`config.mk`:
```
export PLATFORM = sky130hd
export DESIGN_NAME = signal_freq_meter
export DESIGN_NICKNAME = d
export VERILOG_FILES = /design/src/rtl/signal_freq_meter.sv
export SDC_FILE = /design/constraint.sdc
export NUM_CORES = 1
export LEC_CHECK = 0
export CORE_MARGIN = 2
export CORE_UTILIZATION = 41
export DETAILED_ROUTE_END_ITERATION = 7
export DONT_BUFFER_PORTS = 1
export GPL_TIMING_DRIVEN = 0
export HOLD_SLACK_MARGIN = 0.12
export PLACE_DENSITY = 0.63
export SLEW_MARGIN = 10
export SYNTH_ARGS = -nofsm -noshare
export SYNTH_HDL_FRONTEND = slang
export SYNTH_SLANG_ARGS = --single-unit
export TNS_END_PERCENT = 10
```
`constraint.sdc`:
```
create_clock -name clk_i -period 1.98 [get_ports clk_i]
set_input_delay 0.198 -clock clk_i [delete_from_list [all_inputs] [get_ports clk_i]]
set_output_delay 0.198 -clock clk_i [all_outputs]
set_load 0.02 [all_outputs]
```
`src/rtl/signal_freq_meter.sv`:
```
// Gated-window frequency meter: counts synchronised sig_i rising edges per window.
// Define FREQ_METER_PERIOD_EN to add edge-to-edge period measurement.
module signal_freq_meter #(
    parameter int CLK_FREQ  = 25_000_000,
    parameter int GATE_HZ   = 10,
    parameter int CNT_WIDTH = 24
) (
    input  logic                 clk_i,
    input  logic                 rst_i,
    input  logic                 sig_i,
    input  logic                 en_i,
    output logic [CNT_WIDTH-1:0] count_o,
    output logic                 valid_o,
    output logic                 ovf_o,
    output logic [CNT_WIDTH-1:0] period_o,
    output logic                 period_valid_o
);

    localparam int GATE_CYCLES = CLK_FREQ / GATE_HZ;
    localparam int GW = (GATE_CYCLES > 1) ? $clog2(GATE_CYCLES) : 1;
    localparam logic [GW-1:0] GATE_LAST = GW'(GATE_CYCLES - 1);
    localparam logic [CNT_WIDTH-1:0] CNT_MAX = '1;

    typedef enum logic {
        IDLE,
        MEASURE
    } state_e;

    state_e               state_q, state_d;
    logic                 sync1_q, sync2_q, sync3_q, edge_q;
    logic [GW-1:0]        gate_q, gate_d;
    logic [CNT_WIDTH-1:0] ecnt_q, ecnt_d;
    logic                 eovf_q, eovf_d;
    logic [CNT_WIDTH-1:0] count_q, count_d;
    logic                 ovf_q, ovf_d;
    logic                 valid_q, valid_d;
    logic [CNT_WIDTH-1:0] edge_sat;
    logic                 edge_ovf;

    // sync3_q is the delayed copy; edge_q lands three clocks after sig_i rises
    always_ff @(posedge clk_i) begin
        if (rst_i) begin
            sync1_q <= 1'b0;
            sync2_q <= 1'b0;
            sync3_q <= 1'b0;
            edge_q  <= 1'b0;
        end else begin
            sync1_q <= sig_i;
            sync2_q <= sync1_q;
            sync3_q <= sync2_q;
            edge_q  <= sync2_q & ~sync3_q;
        end
    end

    assign edge_ovf = edge_q & (ecnt_q == CNT_MAX);
    assign edge_sat = (edge_q && ecnt_q != CNT_MAX) ? ecnt_q + 1'b1 : ecnt_q;

    always_comb begin
        state_d = state_q;
        gate_d  = gate_q;
        ecnt_d  = ecnt_q;
        eovf_d  = eovf_q;
        count_d = count_q;
        ovf_d   = ovf_q;
        valid_d = 1'b0;
        unique case (state_q)
            IDLE: begin
                gate_d = '0;
                ecnt_d = '0;
                eovf_d = 1'b0;
                if (en_i) state_d = MEASURE;
            end
            MEASURE: begin
                if (!en_i) begin
                    state_d = IDLE;
                    gate_d  = '0;
                    ecnt_d  = '0;
                    eovf_d  = 1'b0;
                end else if (gate_q == GATE_LAST) begin
                    gate_d  = '0;
                    count_d = edge_sat;
                    ovf_d   = eovf_q | edge_ovf;
                    valid_d = 1'b1;
                    ecnt_d  = '0;
                    eovf_d  = 1'b0;
                end else begin
                    gate_d = gate_q + 1'b1;
                    ecnt_d = edge_sat;
                    eovf_d = eovf_q | edge_ovf;
                end
            end
            default: state_d = IDLE;
        endcase
    end

    always_ff @(posedge clk_i) begin
        if (rst_i) begin
            state_q <= IDLE;
            gate_q  <= '0;
            ecnt_q  <= '0;
            eovf_q  <= 1'b0;
            count_q <= '0;
            ovf_q   <= 1'b0;
            valid_q <= 1'b0;
        end else begin
            state_q <= state_d;
            gate_q  <= gate_d;
            ecnt_q  <= ecnt_d;
            eovf_q  <= eovf_d;
            count_q <= count_d;
            ovf_q   <= ovf_d;
            valid_q <= valid_d;
        end
    end

    assign count_o = count_q;
    assign ovf_o   = ovf_q;
    assign valid_o = valid_q;

`ifdef FREQ_METER_PERIOD_EN
    logic [CNT_WIDTH-1:0] pcnt_q, pcnt_d;
    logic [CNT_WIDTH-1:0] period_q, period_d;
    logic                 armed_q, armed_d;
    logic                 pvalid_q, pvalid_d;

    // first edge in a measurement only arms; later edges report the gap
    always_comb begin
        pcnt_d   = pcnt_q;
        period_d = period_q;
        armed_d  = armed_q;
        pvalid_d = 1'b0;
        if (state_q == MEASURE && en_i) begin
            if (edge_q) begin
                if (armed_q) begin
                    period_d = (pcnt_q == CNT_MAX) ? CNT_MAX : pcnt_q + 1'b1;
                    pvalid_d = 1'b1;
                end
                pcnt_d  = '0;
                armed_d = 1'b1;
            end else if (pcnt_q != CNT_MAX) begin
                pcnt_d = pcnt_q + 1'b1;
            end
        end else begin
            pcnt_d  = '0;
            armed_d = 1'b0;
        end
    end

    always_ff @(posedge clk_i) begin
        if (rst_i) begin
            pcnt_q   <= '0;
            period_q <= '0;
            armed_q  <= 1'b0;
            pvalid_q <= 1'b0;
        end else begin
            pcnt_q   <= pcnt_d;
            period_q <= period_d;
            armed_q  <= armed_d;
            pvalid_q <= pvalid_d;
        end
    end

    assign period_o       = period_q;
    assign period_valid_o = pvalid_q;
`else
    assign period_o       = '0;
    assign period_valid_o = 1'b0;
`endif

endmodule

```
==> results.cfg <==
[run_status]
status = complete, no violations

[floorplan]
rows = 33
die_x_um = 96.3
die_y_um = 96.3
start_util = 0.423
placeableCoreArea_um2 = 8260
die-area_um2 = 9280
pin_count = 55

[cts]
cts_tree = yes
clkTransAtPathRegs_ns = 0.09
cts_inserted_buffers = 9
clock_latency_ns = 0.36
clockBufferDepth = 2
cts-root-buf = clkbuf_8
clock_sinks = 78
htreeDepth = 3

[yosys]
syn_area_per_cell_um2 = 9.08
ys_seq_elements = 78
synth_area_um2 = 3490
synth_mux_area_frac = 0.00286
async_flop_share = 0
synth_compound_area_frac = 0.115
yosysTopAreaCellShare = 0.447
synth-main-ff-cell = dfxtp_1
synthXorXnorAreaFrac = 0.0977
ys_top_cells_by_count = dfxtp_1, nor2_1, xnor2_1, buf_4, a211oi_1
post-synth-top-count-cell = dfxtp_1
synth-simple-area-share = 0.248
yosysSeqAreaShare = 0.447
synthDistinctLibCells = 44
synth_top_area_cell = dfxtp_1
synth_top_family_by_area = simple AND/OR/NAND/NOR gates
yosys-top-cells-area = dfxtp_1, xnor2_1, nor2_1, buf_4, a211oi_1
yosys_warnings = 0
syn_inst = 385
synth-edff-count = 0
synth_fa_ha_area_frac = 0.00716

[sta]
finClkSkew_ns = 0.0141
tightest_slew_ns = 0.596
min_period_ns = 1.96
fin_ws_ns = 0.0167
maxSlewViolCount = 0
hold_viol = 0
fmax_ghz = 0.509
slew_headroom = 0.603
fin_crit_sh = 0.992
whs_ns = 0.152
setup_violations = 0
rsz0062_at_grt = true

[finish]
diodes = 0
drive_above_1_share = 0.242
fin_nets = 435
area_delta_synth_final_pct = 19.6

[detailed_routing]
vias_per_cell = 4.98
vias = 2682
ant_nets = 0
firstDrtPassIters = 4
drt-wirelength-per-cell_um = 14.1
drt-total-wl_um = 7580
drtIter0Drc = 115
drc_errors = 0

[worst_setup_path]
cp-startpoint = ecnt_q[8]
cp_max_fo = 8
crit_arrival_ns = 2.23
crit_path_end_kind = register
startpoint_type = register
required_ns = 2.24
critPathKind = reg2reg
rr_startpoint = ecnt_q[8]

[power_and_ir_drop]
leakage_nw = 1.36
power-per-cell-area_nw_per_um2 = 687
ir_drop_v = 0.000336

[grt]
antenna_found_initial = 0
grt.overflow.total = 0
grt_pass1_wl_um = 12100
grt_max_degree = 15
grt_pass1_vias = 2556
grt_usage = 0.171

[hold_path]
hold_path.class = in2reg
min_from = rst_i

[flow_run]
cap_violations = 0

[place]
io_buffers = 0
place_ws_ns = -0.631
place_hpwl_um = 5170
globalplace.congestion = 0.814
-- through the flow --
stage / utilization / setup TNS (ns) / cell area, µm² / std cells / total power, mW
2_1_floorplan: - / -1.57 / 3590 / 409 / 1.71
3_3_place_gp: 0.450 / -26.49 / 3720 / 514 / 1.72
3_5_place_dp: 0.450 / -28.58 / 3720 / 514 / 1.72
4_1_cts: 0.494 / -0.0407 / 4080 / 537 / 2.91
5_1_grt: 0.506 / -1.05 / 4180 / 539 / 2.98
6_report: 0.506 / 0 / 4180 / 539 / 2.87
-- layout make-up --
cell class                      count  area, µm²
Buffer                             42        293
Clock inverter                      6       70.1
Inverter                            4       15.0
Clock buffer                       10        128
Tap cell                          105        131
Sequential cell                    78       1590
Fill cell                         769       4080
Timing Repair Buffer               10       82.6
Multi-Input combinational cell    284       1870
-- repair_timing --
item                                   4_1_cts  5_1_grt
pin swaps                                    5        9
endpoints found under the hold margin        5        0
setup buffers                                5        2
hold buffers                                 3        0
cloned                                       0        0
gates resized for setup                     37       25
setup endpoints to repair                   72       65
-- power breakdown --
part	internal, mW	total [mW]	switching, mW
combinational	0.0452	0.117	0.0720
sequential	1.57	1.57	0.00270
clock	0.588	1.19	0.597
total	2.20	2.87	0.672
-- worst max-delay path, cell delays in order, from the launching register on --
cell and delay, ns:
dfxtp_4 0.40, nand4_4 0.16, or3_2 0.54, nor4_1 0.39, xnor2_1 0.14, a211oi_1 0.25
-- routing by layer --
| layer | vias to the layer above | wire length [µm] | global-route usage | part of all wire |
|---|---|---|---|---|
| li1 | 1385 | - | - | - |
| met1 | 1240 | 3310 | 0.197 | 0.44 |
| met2 | 44 | 3800 | 0.297 | 0.50 |
| met3 | 13 | 314 | 0.0478 | 0.041 |
| met4 | 0 | 151 | 0.0716 | 0.020 |
| met5 | - | 0 | 0 | 0 |
-- state kept, by name (all words and copies together), names as in the netlist --
register	flops
count_o	24
ecnt_q	24
gate_q	22
edge_q	1
eovf_q	1
ovf_o	1
state_q	1
sync1_q	1
sync2_q	1
sync3_q	1
valid_o	1
-- worst paths after layout --
path	depth (start not counted)	endpoint	slack, ns
worst max-delay path	5	count_o[17]	0.02
worst min register to register	1	edge_q	0.39
worst max register to register	5	count_o[17]	0.02
worst min-delay path	2	count_o[1]	0.15
-- layout by cell type (no fill, tap or decap), types with 2 or more instances in the layout --
master         count
nor4_2             2
a211oi_2           2
clkbuf_4           4
nand3_2            2
a21oi_1           10
nand2_1           15
nor3_2             2
clkbuf_1           4
dfxtp_4            4
nand3_1           12
nand2b_1           5
buf_4             35
dfxtp_1           61
nor3_1             6
conb_1            25
nand4_1           11
ha_4               2
nor4_1             5
clkbuf_8           9
o211ai_1           2
xor2_1             7
dlygate4sd3_1      3
a2111oi_4          2
o21ai_0            3
dfxtp_2           13
nor2b_1            6
a2111oi_2          3
and3_1             7
and4_1             3
nor2_1            74
nand3_4            2
or4_4              2
buf_2              5
inv_1              4
xnor2_1           32
clkinvlp_4         3
a211oi_1          23
-- cell families after synthesis --
family,count (synthesis)
buffers and inverters,47
AND/OR/NAND/NOR,166
flip-flops,78
multiplexers,1
other,1
XOR/XNOR,39
AO/OA/AOI/OAI,51
adder cells (fa/ha/maj),2
No activity file was read; power rests on OpenSTA's default activity.
